[config.mk]
export PLATFORM = sky130hd
export DESIGN_NAME = pwm_carrier_sched
export DESIGN_NICKNAME = d
export VERILOG_FILES = /design/src/rtl/pwm_carrier_sched.sv
export SDC_FILE = /design/constraint.sdc
export NUM_CORES = 1
export LEC_CHECK = 0
export BUFFER_PORTS_ARGS = -buffer_cell sky130_fd_sc_hd__buf_2
export CAP_MARGIN = 20
export CORE_ASPECT_RATIO = 1.2
export CORE_MARGIN = 8
export CORE_UTILIZATION = 40
export CTS_CLUSTER_SIZE = 40
export DETAILED_ROUTE_END_ITERATION = 12
export PLACE_DENSITY = 0.63
export SLEW_MARGIN = 20
export SYNTH_ARGS = -nofsm -noshare
export SYNTH_HDL_FRONTEND = slang
export SYNTH_SLANG_ARGS = --single-unit
[constraint.sdc]
create_clock -name clk -period 8.5 [get_ports clk]
set_input_delay 0.425 -clock clk [delete_from_list [all_inputs] [get_ports clk]]
set_output_delay 0.425 -clock clk [all_outputs]
set_load 0.005 [all_outputs]
[src/rtl/pwm_carrier_sched.sv]
// rtl/pwm_carrier_sched.sv - PWM carrier counter with boundary events, period shadow load and interrupt decimation
module pwm_carrier_sched #(
  parameter int PWMCOUNT_WIDTH = 16,
  parameter int DIVCLK_WIDTH   = 4,
  parameter int EVTCOUNT_WIDTH = 3
) (
  input  logic                      clk,
  input  logic                      rstn,
  input  logic                      carr_onoff,
  input  logic                      carr_sel,
  input  logic                      sync_in,
  input  logic [1:0]                count_mode,
  input  logic [1:0]                mask_mode,
  input  logic                      clkdiv_onoff,
  input  logic [DIVCLK_WIDTH-1:0]   clkdiv,
  input  logic [PWMCOUNT_WIDTH-1:0] period_sh,
  input  logic                      int_onoff,
  input  logic [EVTCOUNT_WIDTH-1:0] evt_prescale,
  input  logic                      int_ack,
  output logic [PWMCOUNT_WIDTH-1:0] carrier,
  output logic                      dir,
  output logic                      evt_min,
  output logic                      evt_max,
  output logic                      load_pulse,
  output logic [PWMCOUNT_WIDTH-1:0] period_act,
  output logic                      int_req
);

  localparam logic [1:0] NO_COUNT     = 2'd0;
  localparam logic [1:0] COUNT_UP     = 2'd1;
  localparam logic [1:0] COUNT_DOWN   = 2'd2;
  localparam logic [1:0] COUNT_UPDOWN = 2'd3;

  localparam logic [PWMCOUNT_WIDTH-1:0] CNT_ONE = PWMCOUNT_WIDTH'(1);
  localparam logic [DIVCLK_WIDTH-1:0]   DIV_ONE = DIVCLK_WIDTH'(1);
  localparam logic [EVTCOUNT_WIDTH-1:0] EVT_ONE = EVTCOUNT_WIDTH'(1);

  typedef enum logic {DIR_UP = 1'b0, DIR_DOWN = 1'b1} dir_e;

  logic [PWMCOUNT_WIDTH-1:0] carrier_q, carrier_d;
  logic [PWMCOUNT_WIDTH-1:0] period_act_q, period_act_d;
  dir_e                      dir_q, dir_d;
  logic [DIVCLK_WIDTH-1:0]   div_cnt_q, div_cnt_d, div_run_d;
  logic [EVTCOUNT_WIDTH-1:0] evt_cnt_q, evt_cnt_d;
  logic                      evt_min_q, evt_min_d;
  logic                      evt_max_q, evt_max_d;
  logic                      load_q, load_d;
  logic                      int_req_q, int_req_d;
  logic                      tick;
  logic                      moved;
  logic                      int_set;

  // Prescaler: free-running divider that produces one tick per clkdiv+1 cycles
  always_comb begin
    tick      = 1'b1;
    div_run_d = '0;
    if (clkdiv_onoff) begin
      tick      = (div_cnt_q == clkdiv);
      div_run_d = tick ? '0 : div_cnt_q + DIV_ONE;
    end
  end

  // Carrier next state: off, sync restart, or one counting step per tick; events mark boundary entry
  always_comb begin
    carrier_d    = carrier_q;
    dir_d        = dir_q;
    div_cnt_d    = div_run_d;
    period_act_d = period_act_q;
    moved        = 1'b0;
    if (load_q) begin
      period_act_d = period_sh;
    end
    if (!carr_onoff) begin
      carrier_d    = '0;
      dir_d        = DIR_UP;
      div_cnt_d    = '0;
      period_act_d = period_sh;
    end else if (!carr_sel && sync_in) begin
      div_cnt_d = '0;
      dir_d     = DIR_UP;
      moved     = 1'b1;
      carrier_d = (count_mode == COUNT_DOWN) ? period_act_q : '0;
    end else if (tick && (count_mode != NO_COUNT)) begin
      moved = 1'b1;
      case (count_mode)
        COUNT_UP: begin
          dir_d     = DIR_UP;
          carrier_d = (carrier_q >= period_act_q) ? '0 : carrier_q + CNT_ONE;
        end
        COUNT_DOWN: begin
          dir_d     = DIR_DOWN;
          carrier_d = ((carrier_q == '0) || (carrier_q > period_act_q)) ? period_act_q
                                                                        : carrier_q - CNT_ONE;
        end
        COUNT_UPDOWN: begin
          if (period_act_q == '0) begin
            // A zero period pins the carrier; both boundaries coincide every tick
            carrier_d = '0;
            dir_d     = DIR_UP;
          end else if (dir_q == DIR_UP) begin
            if (carrier_q >= period_act_q) begin
              carrier_d = period_act_q - CNT_ONE;
              dir_d     = DIR_DOWN;
            end else begin
              carrier_d = carrier_q + CNT_ONE;
              dir_d     = ((carrier_q + CNT_ONE) == period_act_q) ? DIR_DOWN : DIR_UP;
            end
          end else begin
            if (carrier_q == '0) begin
              carrier_d = CNT_ONE;
              dir_d     = DIR_UP;
            end else begin
              carrier_d = carrier_q - CNT_ONE;
              dir_d     = (carrier_q == CNT_ONE) ? DIR_UP : DIR_DOWN;
            end
          end
        end
        default: begin
          carrier_d = carrier_q;
        end
      endcase
    end
    evt_min_d = moved && (carrier_d == '0);
    evt_max_d = moved && (carrier_d == period_act_q);
    load_d    = (evt_min_d && !mask_mode[0]) || (evt_max_d && !mask_mode[1]);
  end

  // Interrupt decimation: every evt_prescale+1 update events raise a sticky request
  always_comb begin
    evt_cnt_d = evt_cnt_q;
    int_set   = 1'b0;
    int_req_d = int_req_q;
    if (!int_onoff) begin
      evt_cnt_d = '0;
      int_req_d = 1'b0;
    end else begin
      if (load_d) begin
        if (evt_cnt_q == evt_prescale) begin
          evt_cnt_d = '0;
          int_set   = 1'b1;
        end else begin
          evt_cnt_d = evt_cnt_q + EVT_ONE;
        end
      end
      // A new request wins over an acknowledge in the same cycle
      if (int_set) begin
        int_req_d = 1'b1;
      end else if (int_ack) begin
        int_req_d = 1'b0;
      end
    end
  end

  // State registers with synchronous active-low reset
  always_ff @(posedge clk) begin
    if (!rstn) begin
      carrier_q    <= '0;
      dir_q        <= DIR_UP;
      div_cnt_q    <= '0;
      period_act_q <= '0;
      evt_cnt_q    <= '0;
      evt_min_q    <= 1'b0;
      evt_max_q    <= 1'b0;
      load_q       <= 1'b0;
      int_req_q    <= 1'b0;
    end else begin
      carrier_q    <= carrier_d;
      dir_q        <= dir_d;
      div_cnt_q    <= div_cnt_d;
      period_act_q <= period_act_d;
      evt_cnt_q    <= evt_cnt_d;
      evt_min_q    <= evt_min_d;
      evt_max_q    <= evt_max_d;
      load_q       <= load_d;
      int_req_q    <= int_req_d;
    end
  end

  assign carrier    = carrier_q;
  assign dir        = dir_q;
  assign evt_min    = evt_min_q;
  assign evt_max    = evt_max_q;
  assign load_pulse = load_q;
  assign period_act = period_act_q;
  assign int_req    = int_req_q;

endmodule
==> reports/metrics.cfg <==
[outcome]
outcome = complete, no violations

[clocking]
htreeDepth = 2
ctsHoldBuffers = 0
clkSinkCount = 44
cts_tree = done
cts_root_buf = clkbuf_16
cts_resized = 0
clk_pin_slew_worst_paths_ps = 70
clockBufferDepth = 2
numCtsBuffers = 5
cts_setup_buffers = 0
worstSkewPairLatency_ps = 300

[yosys]
ys_seq_elements = 44
synth_area_leaders = dfxtp_1 (16%), xnor2_1 (7.5%), ha_1 (5.4%), nor2_1 (4.5%), a21oi_1 (4.4%)
syn_nets = 838
synth.lib_cells_used.distinct = 81
syn_avg_cell_area_sq_um = 7.15
yosysTopAreaCellShare_pct = 15.8
syn-instance-count = 779
async_flop_share_pct = 0
synth-edff-count = 0
ys.flop_type = dfxtp_1
syn_area_sq_um = 5570
synth_top_area_cell = dfxtp_1
ys_warn_count = 0
ys_seq_area_share_pct = 15.8

[layout]
multi_input_area_sq_um = 4270
final_cells = 982
nets = 870
fin_util_pct = 45.0
layout-drive-gt1-share_pct = 15.8
regArea_sq_um = 881
area_growth_syn_to_layout_pct = 10.7
num_antenna_cells = 0
fill_cells = 1445

[power_and_ir_drop]
vdd_drop_max_v = 0.0000778
swShare_pct = 44.4
combPwrFrac_pct = 47.2
switching_power_uw = 424
p_per_area_nw_per_um2 = 155
p_int_uw = 530
p_total_uw = 954
p_clk_share_pct = 27.5
seq_power_share_pct = 25.4
p_leak_uw = 0.00236

[sta]
fin_crit_sh_pct = 60.8
final_max_slew_viol_count = 0
fmax_mhz = 194
worst_pin_slew_ps = 1100
finClkSkew_ps = 7.78
rsz0062_at_grt = no
setup_viol = 0
min_period_ps = 5170
hold_violations = 0
whs_ps = 364
slew_headroom_pct = 26.0
tns_ps = 0

[floorplanning]
dieArea_sq_um = 18000
start_util_pct = 40.7
dieHeight_um = 145
placementRows = 47
die_w_um = 124
io_pins = 72
core_sq_um = 13700

[critical_path]
startpoint = period_act[3]$_SDFFE_PN0P_
r2r_start = period_act[3]$_SDFFE_PN0P_
start_kind = flop
required_ps = 8690
path_class = flop to flop
cp_max_fo = 12
crit_arrival_ps = 5360
end_kind = flop

[hold_path]
min_path_type = input port to flop
hp-start = period_sh[0]

[routing]
ant_nets = 0
viasPerCell = 6.96
drt_first_pass_iters = 6
drtIter0Drc = 899
totalWireLength_mm = 27.9
vias = 6830
remaining_drc_errors = 0
routedWlPerCell_um = 28.5

[placement]
dp_cells = 975
dpl.hpwl_mm = 21.4
place.gp.congestion = 1.06
portBuffers = 71

[global_route]
grt_usage_pct = 30.8
grt_util_met1_pct = 38.4
grt_max_degree = 29
antenna_found_initial = 0
busiest_layer = met2
met2_usage_pct = 47.2
grt_pass1_wl_mm = 42.2
grt_overflow = 0
grt_pass1_vias = 6602
use_met3_pct = 5.78

[flow_run]
drv_cap = 0

==> metal layers <==
metal  up-vias  share of wire, %  routed length [um]
met3       136               9.2                2580
li1       2969                 -                   -
met1      3191                39               10800
met2       534                45               12600
met5         -                 0                   0
met4         0               7.0                1950
==> registers in the layout, summed over array words and instances, names as in the netlist <==
name,flops
evt_max,1
evt_cnt_q,3
period_act,16
carrier,16
load_pulse,1
dir,1
div_cnt_q,4
int_req,1
evt_min,1
==> cells by family after synthesis <==
| family | Yosys count | share of synthesized area, % |
|---|---|---|
| and+or+nand+nor | 321 | 31.9 |
| AOI/OAI and AO/OA | 226 | 28.6 |
| buffers and inverters | 97 | 7.63 |
| xor gates and xnor gates | 63 | 9.90 |
| DFF | 44 | 15.8 |
| adders and majority gates | 24 | 5.39 |
| muxes | 4 | 0.718 |
==> area by class of cell <==
class                      count  share of cell area [%]
tap                          171                    3.47
inverter                      31                    1.89
sequential                    44                    14.3
multi-input combinational    638                    69.2
timing repair buffer          91                    8.19
clock inverter                 2                   0.974
clock buffer                   5                    2.03
==> Yosys cell counts (8+ instances only) <==
cell and n:
and2_1 12, nand4_1 26, or4_1 9, inv_1 29
a21oi_1 49, or3_1 8, nand2_1 65, clkbuf_1 46
nor3_1 29, nor2_1 67, nor4_1 18, a31oi_1 10
and3_1 8, o311ai_0 9, buf_2 13, o211ai_1 14
o21ai_0 46, nor2b_1 8, xnor2_1 48, xor2_1 15
dfxtp_1 44, nand3_1 28, ha_1 24
==> through the flow <==
stage / setup WS [ps] / area [sq um]
finish: 3330 / 6170
detailed placement: 3540 / 5980
global route: 3100 / 6170
floorplan: 4410 / 5570
global placement: 3470 / 5980
CTS: 3470 / 6170
==> critical path, stage by stage, from the launching register on <==
cell and delay, ps:
dfxtp_1 560, clkinv_1 370, ha_1 420, a21oi_1 290, a31o_1 490, nand3_1 440, o311ai_0 680, nor3_1 100
a2111o_1 410, nor4_1 380, nand3_1 230, o32ai_4 380, mux2i_1 230, nor2_1 50
==> final timing paths <==
| check | end | slack, ps | cells past startpoint |
|---|---|---|---|
| hold / removal | period_act[0]$_SDFFE_PN0P_ | 360 | 3 |
| setup / recovery | evt_cnt_q[0]$_SDFFE_PN0P_ | 3330 | 13 |
| setup reg to reg | evt_cnt_q[0]$_SDFFE_PN0P_ | 3330 | 13 |
| hold reg to reg | div_cnt_q[0]$_SDFF_PP0_ | 500 | 1 |
==> power groups by stage <==
| stage | sequential (uW) | combinational, uW | clock [uW] |
|---|---|---|---|
| floorplan | 228 | 304 | 0 |
| global placement | 245 | 436 | 0 |
| detailed placement | 246 | 427 | 0 |
| CTS | 241 | 430 | 264 |
| global route | 243 | 473 | 273 |
| finish | 242 | 450 | 262 |
==> layout by cell type (no fill, tap or decap), types with 12 or more instances in the layout <==
cell and count:
dfxtp_1 44, o21ai_0 46, buf_4 20, xnor2_1 48, nor3_1 29, ha_1 24
xor2_1 15, o211ai_1 14, nor2_1 67, and2_1 12, nor4_1 18, nand4_1 26
buf_2 71, nand3_1 28, a21oi_1 49, inv_1 29, nand2_1 65
(Power assumes the default switching activity.)
